`config.mk`:
```
export PLATFORM = sky130hd
export DESIGN_NAME = apb4_master_bridge
export DESIGN_NICKNAME = d
export VERILOG_FILES = /design/src/rtl/apb4_mst_pkg.sv /design/src/rtl/apb4_master_bridge.sv
export SDC_FILE = /design/constraint.sdc
export NUM_CORES = 1
export LEC_CHECK = 0
export ABC_AREA = 1
export CAP_MARGIN = 10
export CORE_MARGIN = 3
export CORE_UTILIZATION = 40
export DETAILED_ROUTE_END_ITERATION = 8
export PLACE_DENSITY = 0.81
export SYNTH_ARGS = -nofsm -noshare
export SYNTH_HDL_FRONTEND = slang
export SYNTH_SLANG_ARGS = --single-unit
```
`constraint.sdc`:
```
create_clock -name PCLK -period 1.3 [get_ports PCLK]
set_input_delay 0.26 -clock PCLK [delete_from_list [all_inputs] [get_ports PCLK]]
set_output_delay 0.26 -clock PCLK [all_outputs]
set_load 0.05 [all_outputs]
```
`src/rtl/apb4_mst_pkg.sv`:
```
`default_nettype none
// ============================================================================
// apb4_mst_pkg : shared types and default widths for apb4_master_bridge
// Rev 1.0 : initial release
// ============================================================================
package apb4_mst_pkg;

  localparam int unsigned DEF_ADDR_W         = 32;
  localparam int unsigned DEF_DATA_W         = 32;
  localparam int unsigned DEF_TIMEOUT_CYCLES = 16;

  // Storage widths for the command/response structs; instance widths must not exceed these.
  localparam int unsigned MAX_ADDR_W = 32;
  localparam int unsigned MAX_DATA_W = 32;
  localparam int unsigned MAX_STRB_W = MAX_DATA_W / 8;

  typedef enum logic [1:0] {
    IDLE   = 2'd0,
    SETUP  = 2'd1,
    ACCESS = 2'd2,
    RESP   = 2'd3
  } state_e;

  typedef struct packed {
    logic                  write;
    logic [MAX_ADDR_W-1:0] addr;
    logic [MAX_DATA_W-1:0] wdata;
    logic [MAX_STRB_W-1:0] strb;
    logic [2:0]            prot;
  } cmd_t;

  typedef struct packed {
    logic [MAX_DATA_W-1:0] rdata;
    logic                  err;
  } rsp_t;

endpackage
`default_nettype wire

```
`src/rtl/apb4_master_bridge.sv`:
```
`default_nettype none
// ============================================================================
// apb4_master_bridge : valid/ready command stream to APB4 master, one transfer at a time
// Optional: define APB_MST_TIMEOUT_EN to abort ACCESS after TIMEOUT_CYCLES wait states
// Rev 1.0 : initial release
// ============================================================================
module apb4_master_bridge
  import apb4_mst_pkg::*;
#(
  parameter int unsigned ADDR_W         = DEF_ADDR_W,
  parameter int unsigned DATA_W         = DEF_DATA_W,
  parameter int unsigned TIMEOUT_CYCLES = DEF_TIMEOUT_CYCLES
) (
  input  logic                PCLK,
  input  logic                PRESETn,
  input  logic                cmd_valid,
  output logic                cmd_ready,
  input  logic                cmd_write,
  input  logic [ADDR_W-1:0]   cmd_addr,
  input  logic [DATA_W-1:0]   cmd_wdata,
  input  logic [DATA_W/8-1:0] cmd_strb,
  input  logic [2:0]          cmd_prot,
  output logic                rsp_valid,
  input  logic                rsp_ready,
  output logic [DATA_W-1:0]   rsp_rdata,
  output logic                rsp_err,
  output logic [ADDR_W-1:0]   PADDR,
  output logic [2:0]          PPROT,
  output logic                PSELx,
  output logic                PENABLE,
  output logic                PWRITE,
  output logic [DATA_W-1:0]   PWDATA,
  output logic [DATA_W/8-1:0] PSTRB,
  input  logic                PREADY,
  input  logic [DATA_W-1:0]   PRDATA,
  input  logic                PSLVERR
);

  localparam int unsigned STRB_W = DATA_W / 8;

  state_e state_q, state_d;
  cmd_t   cmd_q, cmd_d;
  rsp_t   rsp_q, rsp_d;
  logic   psel_q, psel_d;
  logic   penable_q, penable_d;
  logic   cmd_ready_q, cmd_ready_d;
  logic   xfer_done;

`ifdef APB_MST_TIMEOUT_EN
  localparam int unsigned WAIT_W = $clog2(TIMEOUT_CYCLES + 1);
  logic [WAIT_W-1:0] wait_q, wait_d;
`endif

  always_comb begin
    state_d   = state_q;
    cmd_d     = cmd_q;
    rsp_d     = rsp_q;
    psel_d    = psel_q;
    penable_d = penable_q;
    xfer_done = 1'b0;
`ifdef APB_MST_TIMEOUT_EN
    wait_d    = wait_q;
`endif
    case (state_q)
      IDLE: begin
        if (cmd_valid && cmd_ready_q) begin
          cmd_d.write = cmd_write;
          cmd_d.addr  = MAX_ADDR_W'(cmd_addr);
          cmd_d.wdata = MAX_DATA_W'(cmd_wdata);
          // Read strobes are forced low at capture so PSTRB comes straight from a flop.
          cmd_d.strb  = cmd_write ? MAX_STRB_W'(cmd_strb) : '0;
          cmd_d.prot  = cmd_prot;
          psel_d      = 1'b1;
          state_d     = SETUP;
        end
      end
      SETUP: begin
        penable_d = 1'b1;
        state_d   = ACCESS;
`ifdef APB_MST_TIMEOUT_EN
        wait_d    = '0;
`endif
      end
      ACCESS: begin
        if (PREADY) begin
          rsp_d.rdata = cmd_q.write ? '0 : MAX_DATA_W'(PRDATA);
          rsp_d.err   = PSLVERR;
          xfer_done   = 1'b1;
        end
`ifdef APB_MST_TIMEOUT_EN
        else if (wait_q == WAIT_W'(TIMEOUT_CYCLES - 1)) begin
          rsp_d.rdata = '0;
          rsp_d.err   = 1'b1;
          xfer_done   = 1'b1;
        end else begin
          wait_d = wait_q + 1'b1;
        end
`endif
      end
      RESP: begin
        if (rsp_ready) begin
          state_d = IDLE;
        end
      end
      default: state_d = IDLE;
    endcase

    if (xfer_done) begin
      psel_d     = 1'b0;
      penable_d  = 1'b0;
      cmd_d.strb = '0;
      state_d    = RESP;
    end
    cmd_ready_d = (state_d == IDLE);
  end

  always_ff @(posedge PCLK or negedge PRESETn) begin
    if (!PRESETn) begin
      state_q     <= IDLE;
      cmd_q       <= '0;
      rsp_q       <= '0;
      psel_q      <= 1'b0;
      penable_q   <= 1'b0;
      cmd_ready_q <= 1'b0;
    end else begin
      state_q     <= state_d;
      cmd_q       <= cmd_d;
      rsp_q       <= rsp_d;
      psel_q      <= psel_d;
      penable_q   <= penable_d;
      cmd_ready_q <= cmd_ready_d;
    end
  end

`ifdef APB_MST_TIMEOUT_EN
  always_ff @(posedge PCLK or negedge PRESETn) begin
    if (!PRESETn) begin
      wait_q <= '0;
    end else begin
      wait_q <= wait_d;
    end
  end
`endif

  assign cmd_ready = cmd_ready_q;
  assign rsp_valid = (state_q == RESP);
  assign rsp_rdata = rsp_q.rdata[DATA_W-1:0];
  assign rsp_err   = rsp_q.err;
  assign PADDR     = cmd_q.addr[ADDR_W-1:0];
  assign PPROT     = cmd_q.prot;
  assign PSELx     = psel_q;
  assign PENABLE   = penable_q;
  assign PWRITE    = cmd_q.write;
  assign PWDATA    = cmd_q.wdata[DATA_W-1:0];
  assign PSTRB     = cmd_q.strb[STRB_W-1:0];

endmodule
`default_nettype wire

```
Word-level counts from Yosys, hierarchy flattened

Index checks and enable logic that the tools add are counted.

Output and inout bits: 109
Bits of input ports: 110
Register bits: 110
Logic and storage cells: 39

Multiplexer cells: 16
Eq/ne operators: 3
Reductions and logical operators: 9

Operator list:

| kind               | number |
|---|---|
| $mux 32            | 1 |
| $mux 7             | 2 |
| $mux 4             | 2 |
| $mux 1             | 7 |
| $mux 2             | 3 |
| $pmux 2 s3         | 1 |
| $reduce_and 2->1   | 3 |
| $reduce_bool 2->1  | 3 |
| $eq 2x2->1 const B | 2 |
| $logic_not 2->1    | 2 |
| $eq 2x1->1 const B | 1 |
| $logic_and 1x1->1  | 1 |

Depth between registers and ports, before layout

Gate-level depths: netlist (run 1).

Word-level depth: 5
Mapped depth: 8
Gate-level depth less buffers: 6

Worst setup path after synthesis (run 1)

No wires, ideal clock.

Path type: flip-flop to flip-flop
Start point: register cmd_ready_q, in the netlist cmd_ready
End point: register cmd_q (netlist bit PADDR[0])
Required time: 1.182 ns
Setup time: 0.118 ns
Clock period less this slack: 1.491 ns
Cell stages (with the launch flop): 8
Buffers on the path: 2
Path slack: -0.191 ns
Arrival: 1.374 ns
Path through: dfrtp_1 nand2_1 inv_1 nand2_2 buf_4 buf_4 nand2_1 nand2_1

Longest elaborated chain between the ends: 2

RTL lines:

| item                       | RTL line                  | source |
|---|---|---|
| start: declaration         | apb4_master_bridge.sv:46  | `logic cmd_ready_q, cmd_ready_d;` |
| start signal: assignment   | apb4_master_bridge.sv:131 | `cmd_ready_q <= cmd_ready_d;` |
| $logic_and 1x1->1          | apb4_master_bridge.sv:66  | `if (cmd_valid && cmd_ready_q) begin` |
| $reduce_and 2->1 (no line) | n/a                       |  |
| end signal: assignment     | apb4_master_bridge.sv:127 | `cmd_q <= cmd_d;` |
| end: declaration           | apb4_master_bridge.sv:42  | `cmd_t cmd_q, cmd_d;` |

Every way passes these cells.
A chain may end at the register's enable or synchronous reset.

Worst setup path after layout (run 1)

Start point: register state_q[0]
End point: register rsp_q (netlist bit rsp_rdata[9])

Longest elaborated chain between the ends: 2

RTL lines:

| item                       | RTL line                  | source |
|---|---|---|
| start: declaration         | apb4_master_bridge.sv:41  | `state_e state_q, state_d;` |
| start signal: assignment   | apb4_master_bridge.sv:126 | `state_q <= state_d;` |
| $eq 2x2->1                 | apb4_master_bridge.sv:64  | `case (state_q)` |
| $reduce_and 2->1 (no line) | n/a                       |  |
| end signal: assignment     | apb4_master_bridge.sv:128 | `rsp_q <= rsp_d;` |
| end: declaration           | apb4_master_bridge.sv:43  | `rsp_t rsp_q, rsp_d;` |

Every way passes these cells.

==> results.toml, run 1 <==
[clock_network]
cts_tree = "built"
cts_root_buffer = "clkbuf_8"
htree_levels = 3
cts.sinks = 110
clk_path_buf_depth = 2
clk_latency_ps = 370
clkTransAtPathRegs_ps = 100
cts_buffers = 9

[floorplanning]
fp.dieW_um = 110
dieArea_um2 = 12000
row_count = 37
initial_utilization_pct = 41.4
die_h_um = 110
core_area_um2 = 10400
pin_count = 219

[placed_design]
dp_hpwl_um = 9910
gp_congestion = 0.784
port_buffers = 218

[pwr]
power_leakage_uw = 0.00405
ir_drop_v = 0.00174
power.density_nw_per_um2 = 2930

[finish]
seqCellArea_um2 = 2760
fillers = 604
multiInputGateArea_um2 = 1380
area_growth_pct = 91.9
fin_util_pct = 79.4
drive_gt1_share_pct = 22.5
fin_nets = 820
antennaDiodeCount = 0

[global_route]
groute.layer.met2.usage_pct = 39.1
grt_max_degree = 62
antenna_found_initial = 0
grt_pass1_vias = 4156
grt_pass1_wl_um = 20400
gr-usage-met3_pct = 5.99
grt.total_usage_pct = 21.9
grt_most_used_layer = "met2"
met1_usage_pct = 23.8
grt_overflow = 0

[yosys]
synth_nets = 593
synth_top_area_share_pct = 64.2
synth_commonest_cells = "nand2_1 (288), dfrtp_1 (110), o21ai_1 (23)"
synth.most_common_cell = "nand2_1"
synth_ff_type = "dfrtp_1"
synth.area.top_cells = "dfrtp_1 (64%), nand2_1 (25%), o21ai_1 (2.7%), buf_4 (1.9%), o21ai_0 (1.3%)"
synth-edff-count = 0
avgSynthCellArea_um2 = 8.88
synth_seq_cells = 110
yosys_warnings = 0
yosys.area.top_type = "dfrtp_1"
synth_seq_area_share_pct = 64.2
syn_area_um2 = 4290
async_flop_share_pct = 100
ys_types = 14
netlist_instances = 483

[timing]
hold_viol = 0
hold-worst-slack_ps = 401
slew_headroom_pct = 78.4
rsz0062_at_grt = "true"
fin_crit_sh_pct = 104
period_needed_ps = 1350
fin_worst_skew_ps = 14.7
timing.final.ws_setup_ps = -53.6
maxSlewViolCount = 0
max_freq_ghz = 0.739
tightestPinTransition_ps = 325
setup_viol = 15

[route]
via_count = 4075
routedWlPerCell_um = 16.4
viasPerCell = 4.79
first_iter_violations = 220
ant_nets = 0
drc = 0
totalWireLength_um = 14000
drtPass1Iterations = 4

[setup_path]
critPathLaunchType = "flip-flop"
endpoint_kind = "flip-flop"
r2r_slack_ps = -50
crit_type = "flip-flop to flip-flop"
arrival_ps = 1600
worstPathMaxFanout = 5
cp.required_ps = 1540

[worst_hold_path]
hold_path.class = "input pin to asynchronous set/reset pin"

[outcome]
violations = "negative setup slack"
status = "finished with violations"

[flow_run]
cap_violations = 0
==> report_power, final <==
part	total (µW)	switching, µW	internal [µW]
sequential	6600	1670	4930
clock	2290	1100	1190
combinational	15200	8070	7160
total	24100	10800	13300
==> timing repair <==
action / in CTS / in global routing
hold buffers: 1 / 0
cloned: 0 / 8
endpoints found under the setup margin: 45 / 89
setup buffers: 2 / 1
resized for setup: 6 / 22
endpoints found under the hold margin: 110 / 0
pin swaps: 2 / 2
==> final cells by class <==
class	instances	share of cell area, %
flip-flops and latches	110	33.5
inverters	10	0.547
clock inverters	4	0.851
well taps	136	2.07
clock buffers	12	1.88
multi-input cells	338	16.7
repair buffers	241	44.5
==> cells in the final DEF (no fill, tap or decap) <==
cell / instances
inv_1: 7
clkbuf_8: 11
buf_6: 4
clkbuf_16: 5
nand2_4: 1
buf_4: 5
nand2_1: 286
nor2_4: 1
buf_12: 118
nand3_4: 2
clkinv_2: 2
o21ai_1: 28
dlygate4sd3_1: 1
nand2_2: 2
clkdlybuf4s50_1: 108
dfrtp_2: 3
inv_6: 1
nand3_1: 7
o21ai_0: 4
clkbuf_1: 1
dfrtp_1: 107
o21ai_2: 2
inv_4: 1
nor2_1: 5
inv_2: 1
bufinv_16: 2
==> kinds of logic after synthesis <==
group,Yosys count,synth area share (%)
simple gates,303,27.0
compound gates,34,3.97
buf+inv,36,4.87
flops,110,64.2
==> critical path, cell delays in order, from the launching register on <==
cell and delay (ps):
dfrtp_2 450, buf_4 170, inv_6 70, nand3_4 140, clkbuf_16 200, nand2_1 90
o21ai_1 100
==> through the flow <==
step	total power, µW	area [µm²]	cells	worst slack [ps]	setup TNS (ps)
floorplan	13100	4290	483	3.80	0
global placement	21000	7740	823	-197	-10690
detailed placement	21300	7740	823	-225	-13900
CTS	23700	8010	842	-63.3	-89.1
global route	25200	8230	851	-113	-2220
finish	24100	8230	851	-53.6	-293
==> worst paths after layout <==
kind                                   start           end  cells after the start
max in group asynchronous            PRESETn     PWDATA[2]                      3
worst min-delay path                 PRESETn     PADDR[22]                      3
min in group PCLK               cmd_addr[20]     PADDR[20]                      3
worst max-delay path              state_q[0]  rsp_rdata[9]                      6
worst min register to register     PWDATA[3]     PWDATA[3]                      2
worst max register to register    state_q[0]  rsp_rdata[9]                      6
==> sequential cells by signal (all words and copies together), names as in the netlist, 2 cells and up <==
register and count:
PADDR 32, PWDATA 32, rsp_rdata 32, PSTRB 4, PPROT 3, state_q 2
==> per-layer routing <==
layer	wire length, µm	vias to the layer above	share of wire, %
li1	-	1936	-
met1	4990	1948	36
met2	7430	149	53
met3	936	42	6.7
met4	594	0	4.3
met5	0	-	0
Power figures use the tool's default switching activity.
==> run 2: changes to the inputs <==
--- a/config.mk
+++ b/config.mk
@@ -11,6 +11,7 @@
 export CORE_UTILIZATION = 40
 export DETAILED_ROUTE_END_ITERATION = 8
 export PLACE_DENSITY = 0.81
+export SLEW_MARGIN = 10
 export SYNTH_ARGS = -nofsm -noshare
 export SYNTH_HDL_FRONTEND = slang
 export SYNTH_SLANG_ARGS = --single-unit
==> results of run 2 <==
Final layout, timing and power as in run 1 (identical DEF).
